==> src/rtl/dwt53_lift_1d.sv <==
// Streaming 1-D LeGall 5/3 lifting wavelet: interleaved s/d coefficients per line, mirrored edges.
// Optional DWT53_BYPASS_EN adds a per-line bypass input that passes raw even/odd samples through.
module dwt53_lift_1d #(
  parameter int DW       = 8,
  parameter int LINE_LEN = 64,
  parameter int CW       = $clog2(LINE_LEN)
) (
  input  logic          clk,
  input  logic          rst,
`ifdef DWT53_BYPASS_EN
  input  logic          bypass,
`endif
  input  logic          in_valid,
  output logic          in_ready,
  input  logic [DW-1:0] in_data,
  output logic          out_valid,
  input  logic          out_ready,
  output logic [DW+1:0] out_data,
  output logic          out_is_high,
  output logic          out_last
);

  localparam int IW = DW + 3;
  localparam logic signed [IW-1:0] TWO = IW'(2);

  typedef enum logic [1:0] {EMPTY, S_BEAT, D_BEAT} ostate_t;

  ostate_t              state_q, state_d;
  logic [CW-1:0]        pos_q;
  logic [DW-1:0]        xe_q, xo_q;
  logic signed [IW-1:0] dprev_q;
  logic [DW+1:0]        s_q, d_q;
  logic                 last_q;

  logic                 pos_is_first, pos_is_final, gen_pos;
  logic                 d_hs, in_fire, gen;
  logic signed [IW-1:0] x_cur, xe_w, xo_w, odd_w, right_w, d_w, dl_w, s_w;
  logic [DW+1:0]        s_sel, d_sel;

  assign pos_is_first = (pos_q == '0);
  assign pos_is_final = (pos_q == CW'(LINE_LEN - 1));
  // Every even sample except x[0] closes a pair, and so does the last (odd) sample.
  assign gen_pos      = (!pos_q[0] && !pos_is_first) || pos_is_final;

  assign d_hs     = (state_q == D_BEAT) && out_ready;
  assign in_ready = !(gen_pos && (state_q != EMPTY) && !d_hs);
  assign in_fire  = in_valid && in_ready;
  assign gen      = in_fire && gen_pos;

  assign x_cur = $signed({3'b000, in_data});
  assign xe_w  = $signed({3'b000, xe_q});
  assign xo_w  = $signed({3'b000, xo_q});

  // Final pair: the current sample is the odd one and x[LINE_LEN] mirrors to x[LINE_LEN-2].
  assign odd_w   = pos_is_final ? x_cur : xo_w;
  assign right_w = pos_is_final ? xe_w  : x_cur;
  assign d_w     = odd_w - ((xe_w + right_w) >>> 1);
  assign dl_w    = (pos_q == CW'(2)) ? d_w : dprev_q;
  assign s_w     = xe_w + ((dl_w + d_w + TWO) >>> 2);

`ifdef DWT53_BYPASS_EN
  logic byp_q;

  always_ff @(posedge clk or posedge rst) begin
    if (rst) begin
      byp_q <= 1'b0;
    end else if (in_fire && pos_is_first) begin
      byp_q <= bypass;
    end
  end

  assign s_sel = byp_q ? {2'b00, xe_q}      : s_w[DW+1:0];
  assign d_sel = byp_q ? odd_w[DW+1:0]      : d_w[DW+1:0];
`else
  assign s_sel = s_w[DW+1:0];
  assign d_sel = d_w[DW+1:0];
`endif

  always_ff @(posedge clk or posedge rst) begin
    if (rst) begin
      pos_q   <= '0;
      xe_q    <= '0;
      xo_q    <= '0;
      dprev_q <= '0;
    end else if (in_fire) begin
      pos_q <= pos_is_final ? '0 : pos_q + CW'(1);
      if (!pos_q[0]) begin
        xe_q <= in_data;
      end else begin
        xo_q <= in_data;
      end
      if (gen) begin
        dprev_q <= d_w;
      end
    end
  end

  always_ff @(posedge clk or posedge rst) begin
    if (rst) begin
      state_q <= EMPTY;
      s_q     <= '0;
      d_q     <= '0;
      last_q  <= 1'b0;
    end else begin
      state_q <= state_d;
      if (gen) begin
        s_q    <= s_sel;
        d_q    <= d_sel;
        last_q <= pos_is_final;
      end
    end
  end

  always_comb begin
    state_d = state_q;
    case (state_q)
      EMPTY:   if (gen) state_d = S_BEAT;
      S_BEAT:  if (out_ready) state_d = D_BEAT;
      D_BEAT:  if (out_ready) state_d = gen ? S_BEAT : EMPTY;
      default: state_d = EMPTY;
    endcase
  end

  assign out_valid   = (state_q != EMPTY);
  assign out_is_high = (state_q == D_BEAT);
  assign out_last    = out_is_high && last_q;
  assign out_data    = (state_q == S_BEAT) ? s_q :
                       (state_q == D_BEAT) ? d_q : '0;

endmodule

==> config.mk <==
export PLATFORM = sky130hd
export DESIGN_NAME = dwt53_lift_1d
export DESIGN_NICKNAME = d
export VERILOG_FILES = /design/src/rtl/dwt53_lift_1d.sv
export SDC_FILE = /design/constraint.sdc
export NUM_CORES = 1
export LEC_CHECK = 0
export ABC_AREA = 1
export CORE_UTILIZATION = 25
export DETAILED_ROUTE_END_ITERATION = 7
export GPL_TIMING_DRIVEN = 0
export PLACE_DENSITY = 0.38
export RECOVER_POWER = 25
export SLEW_MARGIN = 20
export SYNTH_ARGS = -nofsm -noshare
export SYNTH_HDL_FRONTEND = slang
export SYNTH_SLANG_ARGS = --single-unit
==> constraint.sdc <==
create_clock -name clk -period 10.4 [get_ports clk]
set_clock_uncertainty 0.2 [all_clocks]
set_input_delay 2.6 -clock clk [delete_from_list [all_inputs] [get_ports clk]]
set_output_delay 2.6 -clock clk [all_outputs]
set_load 0.01 [all_outputs]
After elaboration in Yosys (flattened, before gate mapping)
Cells that the tools add are included.

storage, ports and cells
  logic and storage cells = 52
  input bits = 12
  bits in registers = 53

operators by class
  muxes and demuxes = 11
  equality and inequality tests = 7
  add/sub/neg operators = 6
  bitwise logic cells = 1
  reductions and logical operators = 19

operators with widths
  cell                                                                   number
  10-bit 2-to-1 mux                                                      2
  8-bit 2-to-1 mux                                                       2
  11-bit by 3-bit adder with 11-bit output, second input constant        1
  11-bit by 9-bit adder with 11-bit output                               1
  11-bit 2-to-1 mux                                                      1
  9-bit by 9-bit adder with 10-bit output                                1
  8-bit by 8-bit adder with 9-bit output                                 1
  8-bit by 8-bit subtractor with 9-bit output                            1
  1-bit logical AND                                                      7
  6-bit by 1-bit adder with 6-bit output, second input constant          1
  6-bit by 2-bit equality test with 1-bit output, second input constant  1
  6-bit equality test, second input constant                             1
  6-bit logical NOT                                                      1
  2-bit 2-to-1 mux                                                       3
  6-bit 2-to-1 mux                                                       1
  2-bit inequality test, second input constant                           3
  2-bit one-hot mux with 3 select lines                                  1
  2-bit AND reduction                                                    3
  1-bit logical NOT                                                      4
  3-bit AND reduction                                                    1
  2-bit by 1-bit equality test with 1-bit output, second input constant  1
  2-bit equality test, second input constant                             1
  2-bit logical NOT                                                      1
  2-bit nonzero test                                                     1
  other kinds (3)                                                        3

Depth between registers and ports, before layout
Gate-level depths: netlist (run 1).

  word-level depth = 12
  depth in mapped cells = 39
  depth with buffers taken out = 37

Least setup slack after synthesis (run 1)
Ideal clock, no wire load.

  path type = input to register
  from = input in_data[1]
  to = register s_q[8]
  arrival = 6.829 ns
  setup slack = 3.254 ns
  stages on the path = 31
  buffers on the path = 0
  cells stage by stage = inv_1 o21ai_0 inv_1 fa_1 nand3b_1 nand2_1 a21oi_1 o21bai_1 xnor2_1 ha_1 inv_1 nor3_1 nand2_1 nand3_1 xor2_1 nand2_1 o21ai_0 ha_1 ha_1 nand2_1 inv_1 nand4_1 o211ai_1 xor2_1 ha_1 a21oi_1 o21ai_0 a21oi_1 nand3_1 nand3_1 nand2_1

on the way
  word-level cells in the longest chain between the ends = 7
  elaborated cells between the ends (all ways) = 8

RTL lines
  element                                        line  RTL
  from (decl)                                    15    input logic [DW-1:0] in_data,
  8-bit 2-to-1 mux                               56    assign right_w = pos_is_final ? xe_w : x_cur;
  8-bit by 8-bit adder with 9-bit output         57    assign d_w = odd_w - ((xe_w + right_w) >>> 1);
  8-bit by 8-bit subtractor with 9-bit output *  57
  via d_w[7]                                     37    logic signed [IW-1:0] x_cur, xe_w, xo_w, odd_w, right_w, d_w, dl_w, s_w;
  11-bit 2-to-1 mux                              58    assign dl_w = (pos_q == CW'(2)) ? d_w : dprev_q;
  11-bit by 9-bit adder with 11-bit output *     59    assign s_w = xe_w + ((dl_w + d_w + TWO) >>> 2);
  11-bit by 3-bit adder with 11-bit output *     59
  9-bit by 9-bit adder with 10-bit output *      59
  to (signal assigned)                           107   s_q <= s_sel;
  to (decl)                                      32    logic [DW+1:0] s_q, d_q;

The timed path passes the listed nets; every way through them passes the cells marked *.
A chain may end at the register's enable or synchronous reset.

Worst setup path after layout (run 1)
Ends and elaborated chain as after synthesis.

==> flow_summary_export.csv, run 1 <==
group,metric,value,unit
synthesis,syn_area,0.00386,sq mm
setup_path,crit_path_max_incr_delay,450,ps
cts,clock_latency,300,ps
timing,hold_slack,285,ps
place,place_area,0.00436,sq mm
cts,post-cts-setup-buffer-count,0,
hold_path,worstHoldPathType,"reg2reg",
setup_path,critical_path.max_fanout,4,
place,dpl.hpwl,8170,um
place,port_buffers,25,
global_routing,track_usage,0.135,
cells_and_area,n_fill_cell,1659,
floorplan,start_util,0.255,
setup_path,crit_path_top_delay_cell,"clkdlybuf4s50_1",
cells_and_area,drive_above_1_share,0.0978,
cells_and_area,finalCoreUtilization,0.298,
synthesis,syn_nets,567,
cells_and_area,diodes,0,
global_routing,grt_pass1_wl,16500,um
setup_path,cpMostUsedCell,"nand2_1",
synthesis,yosys_warnings,0,
cts,root_buffer,"clkbuf_16",
drt,via_count,3292,
synthesis,yosys_register_bits,44,
drt,drc,0,
synthesis,synth_edf_count,0,
timing,worst_pin_slew,1530,ps
timing,setup_tns,0,ps
synthesis,avgSynthCellArea,7.59,sq um
cts,htree_levels,2,
drt,viasPerCell,4.51,
floorplan,rows,45,
timing,slew_headroom,-0.0212,
cts,clockBufferDepth,2,
global_routing,grt_pass1_vias,3276,
setup_path,worstSetupPathType,"in2reg",
floorplan,fp.dieH,126,um
floorplan,die_w,126,um
cts,cts_tree,"done",
status,violations,"capacitance limit, slew limit",
floorplan,io_pins,26,
cts,postCtsHoldBufs,0,
timing,rsz0062_at_grt,"no",
cts,cts.clk_slew.worst_paths,70,ps
synthesis,ys_types,38,
cells_and_area,num-nets-final,600,
place,gp_congestion,0.794,
timing,drv_slew,25,
synthesis,synth_ff_type,"dfrtp_1",
drt,finalWirelength,9920,um
setup_path,worstPathRequired,10390,ps
global_routing,antenna_found_initial,0,
timing,setup_viol,0,
status,status,"finished, violations left",
timing,period_minus_slack,7980,ps
cells_and_area,final_area,0.00451,sq mm
drt,wl_per_cell,13.6,um
drt,drt_iter0_markers,155,
drt,first_pass_iters,5,
setup_path,critPathLaunchType,"input port",
synthesis,postSynth.asyncResetShare,1.00,
flow_run,max_cap_viol_count,1,
drt,ant_nets,0,
setup_path,worstPathArrival,7970,ps
floorplan,dieArea,0.0159,sq mm
cells_and_area,seq_area,0.00110,sq mm
timing,fmax,0.125,GHz
global_routing,grt_max_degree,25,
synthesis,syn_inst,508,
cts,cts_buffers,5,
floorplan,core,0.0151,sq mm
cts,post_cts_resized,0,
timing,fin_crit_sh,0.768,
setup_path,endpoint_kind,"flop",
cells_and_area,syn2layout_area_growth,16.9,%
cts,cts_sinks,44,
timing,final-hold-violation-count,0,
cells_and_area,multi_input_area,0.00237,sq mm
global_routing,grt_overflow_total,0,
synthesis,ys_seq_area_frac,0.286,
synth_stat cells, types with 3 or more instances:
cell,count,area [sq um]
o21bai_1,3,22.5
o21ai_2,18,158
nand3_1,26,130
ha_1,43,538
nand4_1,8,50.1
xnor2_1,10,87.6
buf_2,3,15.0
inv_1,69,259
o21ai_1,5,25.0
o211ai_1,4,30.0
o21ai_0,48,240
nand3_2,3,30.0
nor2_1,17,63.8
a21oi_1,21,105
fa_1,4,80.1
nand2_4,3,33.8
nand2_1,132,495
nand2_2,5,31.3
dfrtp_1,44,1100
xor2_1,13,114
inv_2,3,11.3
o22ai_1,4,25.0
state kept, by name, indices dropped and copies added (netlist names):
name	count
xo_q	8
state_q	2
xe_q	8
pos_q	6
s_q	10
dprev_q	2
last_q	1
d_q	7
worst max-delay path: cells and delay by family:
family,cells,cell delay [ps]
buf+inv,5,750
compound gates,8,1180
fa+ha+maj,5,1740
xor+xnor,3,570
simple gates,11,1130
area by class of cell:
| cell class | count | area share |
|---|---|---|
| Sequential cell | 44 | 0.244 |
| Tap cell | 188 | 0.0522 |
| Inverter | 74 | 0.0638 |
| Multi-Input combinational cell | 380 | 0.527 |
| Clock inverter | 2 | 0.00777 |
| Clock buffer | 6 | 0.0286 |
| Timing Repair Buffer | 26 | 0.0563 |
| Buffer | 10 | 0.0205 |
placed cells by master, fill, tap and decap left out, types with 2 or more instances in the layout:
| master | count |
|---|---|
| a21oi_1 | 21 |
| buf_12 | 2 |
| buf_2 | 3 |
| buf_6 | 2 |
| clkbuf_1 | 4 |
| clkbuf_16 | 5 |
| clkdlybuf4s50_1 | 23 |
| dfrtp_1 | 44 |
| dlygate4sd3_1 | 2 |
| fa_1 | 4 |
| ha_1 | 43 |
| inv_1 | 69 |
| inv_2 | 3 |
| nand2_1 | 132 |
| nand2_2 | 5 |
| nand2_4 | 3 |
| nand2_8 | 2 |
| nand3_1 | 26 |
| nand3_2 | 3 |
| nand3b_1 | 2 |
| nand4_1 | 8 |
| nor2_1 | 17 |
| nor3_1 | 2 |
| o211ai_1 | 4 |
| o21ai_0 | 48 |
| o21ai_1 | 5 |
| o21ai_2 | 18 |
| o21bai_1 | 3 |
| o22ai_1 | 4 |
| xnor2_1 | 10 |
| xor2_1 | 13 |
through the flow:
stage | std cells | setup WS (ps)
floorplan | 508 | 3250
global placement | 721 | 2130
detailed placement | 722 | 2090
CTS | 730 | 2390
global route | 730 | 1890
finish | 730 | 2420
path summary, 6_finish.rpt:
| check | start | to | slack (ps) | cells after the start |
|---|---|---|---|---|
| max in group asynchronous | rst | xo_q[0]$_DFFE_PP0P_ | 5380 | 3 |
| min | dprev_q[0]$_DFFE_PP0P_ | dprev_q[0]$_DFFE_PP0P_ | 290 | 2 |
| min in group asynchronous | rst | state_q[0]$_DFFE_PP0P_ | 2710 | 2 |
| max reg2reg | pos_q[0]$_DFFE_PP0P_ | s_q[8]$_DFFE_PP0P_ | 3880 | 34 |
| max | in_data[1] | s_q[8]$_DFFE_PP0P_ | 2420 | 32 |
| min reg2reg | dprev_q[0]$_DFFE_PP0P_ | dprev_q[0]$_DFFE_PP0P_ | 290 | 2 |
per-layer routing:
metal / track usage / vias to the layer above / wire length (um)
met4: 0.0390 / 0 / 144
met1: 0.167 / 1495 / 4680
met3: 0.0225 / 10 / 367
li1: - / 1732 / -
met5: 0 / - / 0
met2: 0.239 / 55 / 4720
kinds of logic (layout without fill, tap and decap cells):
group,count (synthesis),count (layout),synth area share
buf+inv,84,118,0.0986
simple gates,203,203,0.238
xor+xnor,23,23,0.0522
compound gates,107,107,0.165
flops,44,44,0.286
fa+ha+maj,47,47,0.160
Power of run 1 is not shown: default switching activity piles up to over one toggle a cycle in this logic, so the estimate is an artifact.
==> inputs of run 2 (changes only) <==
==> constraint.sdc (replaced) <==
create_clock -name clk -period 7.8 [get_ports clk]
set_clock_uncertainty 0.2 [all_clocks]
set_input_delay 1.95 -clock clk [delete_from_list [all_inputs] [get_ports clk]]
set_output_delay 1.95 -clock clk [all_outputs]
set_load 0.01 [all_outputs]
==> run 2 against run 1 <==
  * The flow still finishes with violations (capacitance limit, slew limit)
  * Flip-flop and latch count did not move
  * Final cell count is the same
  * Non-clock buffer count is the same
  * Die area did not move
  * Worst hold slack did not move
  * Setup slack got worse by 1900 ps
  * Count of clock-buffer cells in the layout is the same
  * First-iteration DRC count did not move
  * Utilization barely moved
  * Largest cell class unchanged
  * Register-to-register slack lost 2500 ps
==> flow_summary_export.csv, run 2 (same netlist as run 1, synthesis figures left out) <==
group,metric,value,unit
status,status,"finished, violations left",
setup_path,cp_top_family,"adder cells",
global_routing,antenna_found_initial,0,
cts,cts.clk_slew.worst_paths,70,ps
cts,root_buffer,"clkbuf_16",
floorplan,rows,45,
place,gp_congestion,0.794,
setup_path,ff2ff_path_depth,34,
global_routing,grt_max_degree,25,
setup_path,reg2reg_from,"pos_q[0]$_DFFE_PP0P_",
setup_path,critical_path.max_fanout,4,
timing,drv_slew,25,
status,violations,"capacitance limit, slew limit",
cells_and_area,final_cell_mix,"132 x nand2_1, 69 x inv_1, 48 x o21ai_0, 44 x dfrtp_1, 43 x ha_1",
cells_and_area,drive_above_1_share,0.0996,
cells_and_area,mostFrequentLayoutCell,"nand2_1",
timing,rsz0062_at_grt,"no",
cts,post-cts-setup-buffer-count,0,
timing,final-hold-violation-count,0,
global_routing,grt_pass1_vias,3276,
setup_path,cpMostUsedCell,"nand2_1",
setup_path,crit_start,"in_data[1]",
setup_path,critPathLaunchType,"input port",
floorplan,dieArea,0.0159,sq mm
setup_path,worstPathRequired,7790,ps
setup_path,path_depth,32,
cts,clockBufferDepth,2,
cts,cts_buffers,5,
setup_path,crit_buf_inv,5,
drt,wl_per_cell,13.6,um
flow_run,max_cap_viol_count,1,
global_routing,grt_overflow_total,0,
cells_and_area,diodes,0,
drt,drc,0,
setup_path,worstSetupPathType,"in2reg",
setup_path,endpoint,"s_q[8]$_DFFE_PP0P_",
drt,ant_nets,0,
setup_path,worstPathArrival,7250,ps
timing,setup_tns,0,ps
timing,slew_headroom,-0.0212,
cells_and_area,n_fill_cell,1658,
hold_path,worstHoldPathType,"reg2reg",
cells_and_area,num-nets-final,600,
cts,htree_levels,2,
cells_and_area,largest-register,"s_q",
setup_path,crit_path_top_delay_cell,"clkdlybuf4s50_1",
place,dpl.hpwl,8170,um
floorplan,fp.dieH,126,um
setup_path,endpoint_kind,"flop",
global_routing,track_usage,0.135,
cts,post_cts_resized,0,
cts,cts_tree,"done",
cts,cts_sinks,44,
floorplan,io_pins,26,
timing,worst_pin_slew,1530,ps
cts,postCtsHoldBufs,0,
setup_path,reg2reg_slack,1340,ps
drt,drt_iter0_markers,155,
cells_and_area,syn2layout_area_growth,17.1,%
floorplan,core,0.0151,sq mm
cells_and_area,multi_input_area,0.00238,sq mm
setup_path,crit_path_max_incr_delay,450,ps
timing,period_minus_slack,7270,ps
timing,fin_crit_sh,0.932,
global_routing,grt_pass1_wl,16500,um
place,port_buffers,25,
floorplan,start_util,0.255,
cts,clock_latency,300,ps
timing,fmax,0.138,GHz
floorplan,die_w,126,um
timing,setup_viol,0,
cells_and_area,top_regs,"s_q: 10 flops, xe_q: 8 flops, xo_q: 8 flops",
drt,finalWirelength,9920,um
drt,viasPerCell,4.51,
drt,via_count,3290,
cells_and_area,seq_area,0.00110,sq mm
drt,first_pass_iters,5,
setup_path,reg2reg_to,"s_q[8]$_DFFE_PP0P_",
cells_and_area,largest_register_ffs,10,
-- run 2: worst register-to-register path: cells and delay by family (launching register included) --
kind | cells | cell delay (ps)
AO/OA/AOI/OAI | 8 | 1360
buffers and inverters | 4 | 680
adder cells (fa/ha/maj) | 6 | 1910
AND/OR/NAND/NOR | 14 | 1350
XOR/XNOR | 2 | 390
flip-flops | 1 | 480
-- run 2: metrics by stage --
stage | cells | util | setup WS (ps) | cell area, sq um | hold slack, ps
global route | 730 | 0.298 | 24.0 | 4520 | 304
CTS | 730 | 0.299 | 442 | 4530 | 289
global placement | 721 | 0.287 | 185 | 4340 | 267
detailed placement | 722 | 0.288 | 137 | 4360 | 271
floorplan | 508 | - | 1300 | 3860 | 250
finish | 730 | 0.298 | 534 | 4520 | 285
-- run 2: layout make-up --
class,instances,share of cell area
multi-input cells,380,0.527
flip-flops and latches,44,0.244
clock inverters,2,0.00776
repair buffers,26,0.0562
clock buffers,6,0.0285
plain buffers,10,0.0205
inverters,74,0.0637
well taps,188,0.0521
-- run 2: metal layers --
metal / GRT usage / share of wire / vias up
met3: 0.0225 / 0.037 / 10
met5: 0 / 0 / -
met2: 0.239 / 0.48 / 55
met4: 0.0390 / 0.015 / 0
met1: 0.167 / 0.47 / 1494
li1: - / - / 1731
-- run 2: worst min path at each step --
stage               slack, ps  cells past startpoint                   start                endpoint
finish                    290                      2  dprev_q[0]$_DFFE_PP0P_  dprev_q[0]$_DFFE_PP0P_
detailed placement        270                      2     xo_q[7]$_DFFE_PP0P_     xo_q[7]$_DFFE_PP0P_
global route              300                      2  dprev_q[0]$_DFFE_PP0P_  dprev_q[0]$_DFFE_PP0P_
CTS                       290                      2     xo_q[7]$_DFFE_PP0P_     xo_q[7]$_DFFE_PP0P_
floorplan                 250                      2      s_q[8]$_DFFE_PP0P_      s_q[8]$_DFFE_PP0P_
global placement          270                      2     xo_q[4]$_DFFE_PP0P_     xo_q[4]$_DFFE_PP0P_
Power of run 2 is left out for the same reason.
